**src/rtl/msgdma_st_pkg.sv**
```systemverilog
// Shared mSGDMA streaming constants, lane index type and parity helper.
// Used by the width downsizer and any future width upsizer.
package msgdma_st_pkg;

  localparam int MSGDMA_DATA_W = 256;
  localparam int MSGDMA_BEAT_W = 64;
  localparam int MSGDMA_RATIO  = MSGDMA_DATA_W / MSGDMA_BEAT_W;
  localparam int MSGDMA_LANE_W = $clog2(MSGDMA_RATIO);

  typedef logic [MSGDMA_LANE_W-1:0] lane_idx_t;

  // Even parity bit: set when the data has an odd number of ones.
  function automatic logic even_parity(
    input logic [MSGDMA_DATA_W-1:0] d
  );
    return ^d;
  endfunction

endpackage

```
**src/rtl/msgdma_lane_mux.sv**
```systemverilog
// RATIO:1 beat selector over a wide word, lane 0 in the low bits.
// Optional parity output under MSGDMA_DOWNSIZER_PARITY_EN.
module msgdma_lane_mux
  import msgdma_st_pkg::*;
#(
  parameter int IN_WIDTH  = MSGDMA_DATA_W,
  parameter int OUT_WIDTH = MSGDMA_BEAT_W,
  parameter int RATIO     = IN_WIDTH / OUT_WIDTH,
  parameter int LANE_W    = $clog2(RATIO)
) (
  input  logic [IN_WIDTH-1:0]  i_word,
  input  logic [LANE_W-1:0]    i_lane,
`ifdef MSGDMA_DOWNSIZER_PARITY_EN
  output logic                 o_parity,
`endif
  output logic [OUT_WIDTH-1:0] o_beat
);

  logic [OUT_WIDTH-1:0] w_beats [RATIO];

  for (genvar g = 0; g < RATIO; g++) begin : g_lane
    assign w_beats[g] = i_word[g*OUT_WIDTH +: OUT_WIDTH];
  end

  assign o_beat = w_beats[i_lane];

`ifdef MSGDMA_DOWNSIZER_PARITY_EN
  assign o_parity = even_parity(MSGDMA_DATA_W'(o_beat));
`endif

endmodule

```
**src/rtl/msgdma_st_width_downsizer.sv**
```systemverilog
// mSGDMA read-path downsizer: one IN_WIDTH word out as RATIO beats.
// Option: MSGDMA_DOWNSIZER_PARITY_EN adds the out_parity port.
module msgdma_st_width_downsizer
  import msgdma_st_pkg::*;
#(
  parameter int IN_WIDTH  = MSGDMA_DATA_W,
  parameter int OUT_WIDTH = MSGDMA_BEAT_W
) (
  input  logic                 clk,
  input  logic                 reset_n,
  input  logic                 flush,
  input  logic                 in_valid,
  output logic                 in_ready,
  input  logic [IN_WIDTH-1:0]  in_data,
  output logic                 out_valid,
  input  logic                 out_ready,
  output logic [OUT_WIDTH-1:0] out_data,
`ifdef MSGDMA_DOWNSIZER_PARITY_EN
  output logic                 out_parity,
`endif
  output logic [$clog2(IN_WIDTH/OUT_WIDTH)-1:0] out_lane,
  output logic                 out_last
);

  localparam int RATIO  = IN_WIDTH / OUT_WIDTH;
  localparam int LANE_W = $clog2(RATIO);
  localparam logic [LANE_W-1:0] LAST = LANE_W'(RATIO - 1);

  logic [IN_WIDTH-1:0] r_hold;
  logic                r_hold_valid;
  logic [LANE_W-1:0]   r_lane;

  logic w_last;
  logic w_in_acc;
  logic w_out_acc;

  assign w_last    = r_hold_valid && (r_lane == LAST);
  assign in_ready  = !flush && (!r_hold_valid || (out_ready && w_last));
  assign w_in_acc  = in_valid && in_ready;
  assign w_out_acc = r_hold_valid && out_ready;

  assign out_valid = r_hold_valid;
  assign out_lane  = r_lane;
  assign out_last  = w_last;

  // Word capture; contents are meaningless while r_hold_valid is low.
  always_ff @(posedge clk) begin
    if (w_in_acc) begin
      r_hold <= in_data;
    end
  end

  // Hold-valid flag and lane counter; flush wins over a load.
  always_ff @(posedge clk or negedge reset_n) begin
    if (!reset_n) begin
      r_hold_valid <= 1'b0;
      r_lane       <= '0;
    end else if (flush) begin
      r_hold_valid <= 1'b0;
      r_lane       <= '0;
    end else if (w_in_acc) begin
      r_hold_valid <= 1'b1;
      r_lane       <= '0;
    end else if (w_out_acc) begin
      if (r_lane == LAST) begin
        r_hold_valid <= 1'b0;
        r_lane       <= '0;
      end else begin
        r_lane <= r_lane + LANE_W'(1);
      end
    end
  end

`ifdef MSGDMA_DOWNSIZER_PARITY_EN
  logic w_parity;

  msgdma_lane_mux #(
    .IN_WIDTH  (IN_WIDTH),
    .OUT_WIDTH (OUT_WIDTH),
    .RATIO     (RATIO),
    .LANE_W    (LANE_W)
  ) u_mux (
    .i_word   (r_hold),
    .i_lane   (r_lane),
    .o_parity (w_parity),
    .o_beat   (out_data)
  );

  // Forced low while idle so the unreset hold cannot leak through.
  assign out_parity = r_hold_valid && w_parity;
`else
  msgdma_lane_mux #(
    .IN_WIDTH  (IN_WIDTH),
    .OUT_WIDTH (OUT_WIDTH),
    .RATIO     (RATIO),
    .LANE_W    (LANE_W)
  ) u_mux (
    .i_word (r_hold),
    .i_lane (r_lane),
    .o_beat (out_data)
  );
`endif

endmodule

```
**config.mk**
```make
export PLATFORM = sky130hd
export DESIGN_NAME = msgdma_st_width_downsizer
export DESIGN_NICKNAME = d
export VERILOG_FILES = /design/src/rtl/msgdma_st_pkg.sv /design/src/rtl/msgdma_lane_mux.sv /design/src/rtl/msgdma_st_width_downsizer.sv
export SDC_FILE = /design/constraint.sdc
export NUM_CORES = 1
export LEC_CHECK = 0
export CORE_ASPECT_RATIO = 0.5
export CORE_UTILIZATION = 49
export DETAILED_ROUTE_END_ITERATION = 6
export GPL_TIMING_DRIVEN = 0
export PLACE_DENSITY = 0.86
export SLEW_MARGIN = 5
export SYNTH_ARGS = -nofsm -noshare
export SYNTH_HDL_FRONTEND = slang
export SYNTH_SLANG_ARGS = --single-unit
```
**constraint.sdc**
```tcl
create_clock -name clk -period 56.9 [get_ports clk]
set_input_delay 8.535 -clock clk [delete_from_list [all_inputs] [get_ports clk]]
set_output_delay 8.535 -clock clk [all_outputs]
set_load 0.005 [all_outputs]
```
* Yosys cells after proc, flatten, opt, wreduce, memory -nomap -nowiden
Cells that the tools add are included.
Word-level totals: register bits after elaboration 259, input bits 261
Operators by class: add/subtract/negate cells 1, order comparisons 1, equal/unequal tests 1, mux-type cells 11, bitwise logic cells 1, reductions and logical operators 11
Operators by type and width (number):
- $bmux W64 S2 | 1
- $mux W64 | 2
- $mux W2 | 4
- $reduce_bool A3 Y1 | 2
- $logic_and A1 B1 Y1 | 5
- $mux W1 | 4
- $ge A3 B3 Y1 const B | 1
- $not A2 Y3 | 1
- $add A2 B1 Y2 const B | 1
- $eq A2 B2 Y1 const B | 1
- $logic_not A1 Y1 | 2
- $reduce_and A2 Y1 | 1
- $logic_or A1 B1 Y1 | 1

* Logic depth before layout (Yosys ltp)
Gate-level depths: netlist of the first run.
word-level depth 8, mapped depth 4, mapped depth without buffers 3

* By module
From an unflattened synthesis of the first run, not the netlist that was laid out.
Second synthesis, totals: cell total of the unflattened synthesis 352, area total of the unflattened synthesis 9504.1 µm²
By module, submodules not included:
- msgdma_st_width_downsizer | instances 1, cells each 274, area an instance 7881.3 µm², sequential area each 7762.4 µm²
- msgdma_lane_mux | instances 1, cells each 78, area an instance 1622.8 µm², sequential area each 0.0 µm²

* Worst setup path after synthesis of the first run
OpenSTA, ideal clock, no wires.
kind in2reg, from input port flush, to register r_hold[0], enable pin, data arrival time 26108 ps, data required time 55710 ps, slack 29602 ps, stages on the path 1, cells stage by stage nor3_1
Between the ends: longest elaborated chain between the ends 3
Ends and longest elaborated chain:
- start, declared | line msgdma_st_width_downsizer.sv:11 | input logic flush,
- $logic_not A1 Y1 | line msgdma_st_width_downsizer.sv:38 | assign in_ready = !flush && (!r_hold_valid || (out_ready && w_last));
- $logic_and A1 B1 Y1 | line msgdma_st_width_downsizer.sv:38
- $logic_and A1 B1 Y1 | line msgdma_st_width_downsizer.sv:39 | assign w_in_acc = in_valid && in_ready;
- end signal, assigned | line msgdma_st_width_downsizer.sv:49 | r_hold <= in_data;
- end, declared | line msgdma_st_width_downsizer.sv:29 | logic [IN_WIDTH-1:0] r_hold;
No other way between the ends. A chain may end at the register's enable or synchronous reset.

* Worst setup path in the final report of the first run
from input port out_ready, to output port in_ready
Between the ends: longest elaborated chain between the ends 3
Ends and longest elaborated chain:
- start, declared | line msgdma_st_width_downsizer.sv:16 | input logic out_ready,
- $logic_and A1 B1 Y1 | line msgdma_st_width_downsizer.sv:38
- $logic_or A1 B1 Y1 | line msgdma_st_width_downsizer.sv:38
- $logic_and A1 B1 Y1 | line msgdma_st_width_downsizer.sv:38
- end, declared | line msgdma_st_width_downsizer.sv:13 | output logic in_ready,
No other way between the ends.

==> impl_metrics.yaml, run 1 <==
synthesis:
  synth.lib_cells_used.distinct: 21
  yosysTopAreaCell: "edfxtp_1"
  ys_ff_latch: 259
  yosys-top-cells-area: "edfxtp_1 82%, mux4_2 15%, dfrtp_1 0.80%"
  syn_area_per_cell_sq_um: 26.7
  syn_inst: 353
  synth.most_common_cell: "edfxtp_1"
  synth-async-reset-ratio_pct: 1.16
  syn_area_sq_um: 9430
  synthesis.nets: 615
  synth_commonest_cells: "256 x edfxtp_1, 64 x mux4_2, 6 x buf_2"
  ys_seq_area_share_pct: 82.4
  synth_top_area_share_pct: 81.6
  synth_edf_count: 256
  yosys_warnings: 0
  ys.flop_type: "edfxtp_1"
sta:
  worst_pin_slew_ns: 0.981
  setup_tns_ns: 0
  slew_violations: 0
  skew_ns: 0.00852
  rsz0062_at_grt: "false"
  report.final.hold_viol_count: 0
  relSlewSlack_pct: 34.3
  setup_ws_ns: 38.41
  layout_worst_path_cycle_share_pct: 32.5
  max_freq_mhz: 54.1
  min_period_ns: 18.49
  setup_viol: 0
routing:
  vias: 5077
  drc: 0
  ant_nets: 0
  viasPerCell: 5.07
  dr.first_iter.drc_count: 223
  finalWirelength_um: 21800
  firstDrtPassIters: 6
  wl_per_cell_um: 21.7
outcome:
  status: "finished clean"
clock_network:
  clk_latency_ns: 0.50
  cts_tree: "built"
  cts_buffer_depth: 3
  cts_num_sinks: 259
  postCtsHoldBufs: 0
  cts-resized-gates: 0
  clk_pin_slew_ns: 0.06
  cts_root_buffer: "clkbuf_16"
  h-tree-depth: 1
  post_cts_buffers: 0
  cts-buffers-inserted: 23
global_routing:
  grt_max_degree: 16
  grt_usage_pct: 22.1
  grt_pass1_wl_um: 31800
  grt-ovfl-total: 0
  antenna_found_initial: 0
  grt_pass1_vias: 5607
final_layout:
  final_nets: 990
  n_antenna_cell: 0
  drive_gt1_share_pct: 17.0
  post-route-util_pct: 74.6
  area_growth_syn_to_layout_pct: 47.4
power:
  ir_worst_vdd_uv: 19.1
  power_switching_mw: 0.0782
  power_frac_comb_pct: 9.8
  switching_share_pct: 19.6
  p_int_mw: 0.321
  pwr-share-clk_pct: 35.0
  power_density_nw_per_um2: 28.7
  seqPwrFrac_pct: 55.2
  leakage_nw: 4.58
flow_run:
  maxCapViolations: 0
die:
  io_pins: 330
  core-area_sq_um: 18600
  dieWidth_um: 198
  die_h_um: 100
  rows: 35
  start_util_pct: 50.6
  die_area_sq_um: 19800
worst_setup_path:
  crit_type: "input pin to output port"
  worstPathRequired_ns: 48.37
  end_kind: "output port"
  cp_max_fo: 6
  startpoint_type: "input pin"
  arrival_ns: 9.96
worst_hold_path:
  min-delay-path-class: "register to register"
placed_design:
  pre_cts_ws_ns: 38.43
  io_buffers: 329
  place_hpwl_um: 16600
  place.gp.congestion: 0.777
-- cells by family after synthesis --
family / synth area share, %
buffers and inverters: 1.15
AOI/OAI and AO/OA: 0.531
adders and majority gates: 0.133
muxes: 15.3
and+or+nand+nor: 0.531
DFF: 82.4
-- registers in the layout (all words and copies together), names as in the netlist --
signal,count
out_lane,2
r_hold,256
out_valid,1
-- per-stage QoR --
stage                     total power [mW]  area (sq um)  hold WS (ns)  std cells
after global placement               0.267         13000         0.665        941
after floorplan                      0.239          9430         0.628        353
after CTS                            0.402         13900         0.712       1001
after global routing                 0.411         13900         0.780       1001
after detailed placement             0.264         13200         0.697        962
final                                0.399         13900         0.710       1001
-- placed cells by master, fill, tap and decap left out, types with 2 or more instances in the layout --
cell type / count
a21bo_2: 2
and2_1: 2
buf_2: 6
buf_4: 17
buf_6: 8
buf_8: 3
clkbuf_1: 11
clkbuf_16: 23
clkdlybuf4s50_1: 329
clkinv_1: 4
dfrtp_1: 3
edfxtp_1: 256
mux4_2: 64
-- metal layers --
metal  vias to the layer above  global-route usage, %  part of all wire, %
met5                         -                      0                    0
met4                         0                   6.92                  2.9
met3                        46                   4.03                  4.8
met2                       152                   40.5                   55
met1                      2596                   26.8                   37
li1                       2283                      -                    -
-- final cells by class --
cell class                      count  area [sq um]
Sequential cell                   259          7760
Fill cell                        1100          4720
Timing Repair Buffer              350          3480
Multi-Input combinational cell     79          1560
Clock buffer                       33           613
Tap cell                          259           324
Buffer                             14           105
Clock inverter                      6          40.0
Inverter                            1          3.75
-- final timing paths --
path | cells past startpoint | startpoint | slack, ns | to
worst min register to register | 2 | out_valid$_DFFE_PN0P_ | 0.71 | out_lane[1]$_DFFE_PN0P_
max in group asynchronous | 1 | reset_n | 48.54 | out_lane[0]$_DFFE_PN0P_
worst min-delay path | 2 | out_valid$_DFFE_PN0P_ | 0.71 | out_lane[1]$_DFFE_PN0P_
min in group asynchronous | 1 | reset_n | 8.21 | out_valid$_DFFE_PN0P_
worst max-delay path | 4 | out_ready | 38.41 | in_ready
worst max register to register | 9 | out_lane[0]$_DFFE_PN0P_ | 53.67 | r_hold[86]$_DFFE_PP_
-- critical path, cell delays in order --
cell	delay, ns
clkdlybuf4s50_1	0.58
a21boi_0	0.17
nor2_1	0.12
clkdlybuf4s50_1	0.55
-- power by group through the flow --
stage               clock [mW]  combinational, mW  sequential [mW]
finish                   0.140             0.0391            0.220
global route             0.149             0.0415            0.221
CTS                      0.142             0.0396            0.220
detailed placement           0             0.0393            0.224
global placement             0             0.0366            0.230
floorplan                    0             0.0107            0.228
Power figures use the tool's default switching activity.
==> run 2: changes to the inputs <==
- CORE_UTILIZATION: 49 -> 45
- PLACE_DENSITY: 0.86 -> 0.8
- clock period: 56.9 -> 17.2 ns (I/O delays scaled with it)
==> run 2 against run 1 <==
  * The run now ends with DRC left
  * Clock-buffer cell count unchanged
  * Design area up 0.96%
  * Hold slack better by 0.0038 ns
  * Total power rose to 3.3 times the previous value
  * Flip-flop and latch count unchanged
  * First-iteration DRC count up 61%
  * Combinational power rose to 3.4 times the previous value
  * Sequential power rose to 3.3 times the previous value
  * Worst setup slack worse by 28 ns
  * Register-to-register slack worse by 39 ns
  * Clock skew up 0.011 ns
  * Non-clock buffer count down 6
==> impl_metrics.yaml, run 2 (synthesis results as in run 1) <==
die:
  die_h_um: 104
  die_area_sq_um: 21600
  rows: 36
  start_util_pct: 47.1
  io_pins: 330
  core-area_sq_um: 20000
  dieWidth_um: 207
final_layout:
  final_nets: 984
  top_register: "r_hold"
  area_growth_syn_to_layout_pct: 48.8
  n_antenna_cell: 0
  post-route-util_pct: 70.1
  n_fill_cell: 1273
  finish.instance_area_sq_um: 14000
  layout.cells.non_filler: 1005
  final_common_cell: "clkdlybuf4s50_1"
  drive_gt1_share_pct: 16.8
  layout_common_cells: "329 x clkdlybuf4s50_1, 256 x edfxtp_1, 64 x mux4_2"
  largest_register_ffs: 256
sta:
  skew_ns: 0.0192
  min_period_ns: 6.69
  rsz0062_at_grt: "false"
  layout_worst_path_cycle_share_pct: 38.9
  slew_violations: 0
  max_freq_mhz: 150
  report.final.hold_viol_count: 0
  setup_tns_ns: 0
  relSlewSlack_pct: 53.5
  holdWs_ns: 0.714
  worst_pin_slew_ns: 0.697
  setup_viol: 0
  setup_ws_ns: 10.51
power:
  ir_worst_vdd_uv: 61.8
  power_density_nw_per_um2: 95.3
  p_total_mw: 1.34
  leakage_nw: 4.61
placed_design:
  placed_area_sq_um: 13400
  io_buffers: 329
  place_hpwl_um: 16800
  place.gp.congestion: 0.827
  pre_cts_ws_ns: 10.53
  place_inst: 963
clock_network:
  post_cts_buffers: 0
  h-tree-depth: 1
  cts_num_sinks: 259
  cts_buffer_depth: 3
  cts-buffers-inserted: 23
  cts_root_buffer: "clkbuf_16"
  clk_latency_ns: 0.53
  cts_tree: "built"
  cts-resized-gates: 0
  postCtsHoldBufs: 0
  clk_pin_slew_ns: 0.06
routing:
  finalWirelength_um: 22200
  viasPerCell: 4.99
  dr.first_iter.drc_count: 359
  firstDrtPassIters: 7
  vias: 5019
  wl_per_cell_um: 22.1
  ant_nets: 0
  drc: 5
worst_setup_path:
  startpoint_type: "input pin"
  crit_top_cell: "clkdlybuf4s50_1"
  cp_max_fo: 6
  worstPathRequired_ns: 14.62
  critPathSlowestCell: "clkdlybuf4s50_1"
  arrival_ns: 4.11
  crit_type: "input pin to output port"
  cpPeakStageDelay_ns: 0.54
  end_kind: "output port"
  crit_buf_inv: 2
  crit_chain: "clkdlybuf4s50_1 > a21boi_0 > nor2_1 > clkdlybuf4s50_1"
  cp_top_family: "buffers and inverters"
global_routing:
  grt-ovfl-total: 0
  grt_max_degree: 23
  grt_usage_pct: 20.8
  grt_pass1_wl_um: 32700
  grt_pass1_vias: 5454
  antenna_found_initial: 0
outcome:
  status: "finished, violations left"
  violations: "DRC"
worst_hold_path:
  min-delay-path-class: "register to register"
flow_run:
  maxCapViolations: 0
run 2: cell count changes in the layout (fill, tap and decap cells not counted), moves of 2 or more:
cell and change:
buf_4 -15, buf_8 +7, buf_16 +5, buf_6 -3, clkinv_2 +3, clkbuf_1 -2
clkbuf_8 +2
run 2: path summary, 6_finish.rpt:
kind / start / to / slack [ns] / cells after the start
worst max-delay path: out_ready / in_ready / 10.51 / 4
worst min-delay path: out_valid$_DFFE_PN0P_ / out_lane[1]$_DFFE_PN0P_ / 0.71 / 2
worst max register to register: out_lane[0]$_DFFE_PN0P_ / r_hold[143]$_DFFE_PP_ / 14.59 / 8
worst min register to register: out_valid$_DFFE_PN0P_ / out_lane[1]$_DFFE_PN0P_ / 0.71 / 2
max in group asynchronous: reset_n / out_valid$_DFFE_PN0P_ / 14.80 / 1
min in group asynchronous: reset_n / out_lane[1]$_DFFE_PN0P_ / 2.25 / 1
run 2: worst min-delay path: stages (launching register included):
cell and delay (ns):
dfrtp_1 0.47, nand3_1 0.12, a221oi_1 0.07
run 2: where the power goes:
group	internal [mW]	total (mW)	switching, mW
combinational	0.0930	0.132	0.0392
clock	0.256	0.476	0.220
sequential	0.722	0.728	0.00625
run 2: area by class of cell:
type                            count  area [sq um]  share of cell area [%]
Clock buffer                       33           633                    4.51
Tap cell                          266           333                    2.37
Sequential cell                   259          7760                    55.3
Timing Repair Buffer              344          3580                    25.5
Buffer                             14           105                   0.749
Inverter                            1          3.75                  0.0268
Multi-Input combinational cell     79          1570                    11.2
Clock inverter                      9          42.5                   0.303
run 2: metal layers:
layer | GRT usage [%] | share of wire, %
met1 | 25.6 | 39
met2 | 37.5 | 54
met3 | 4.10 | 4.5
met4 | 5.30 | 2.5
met5 | 0 | 0
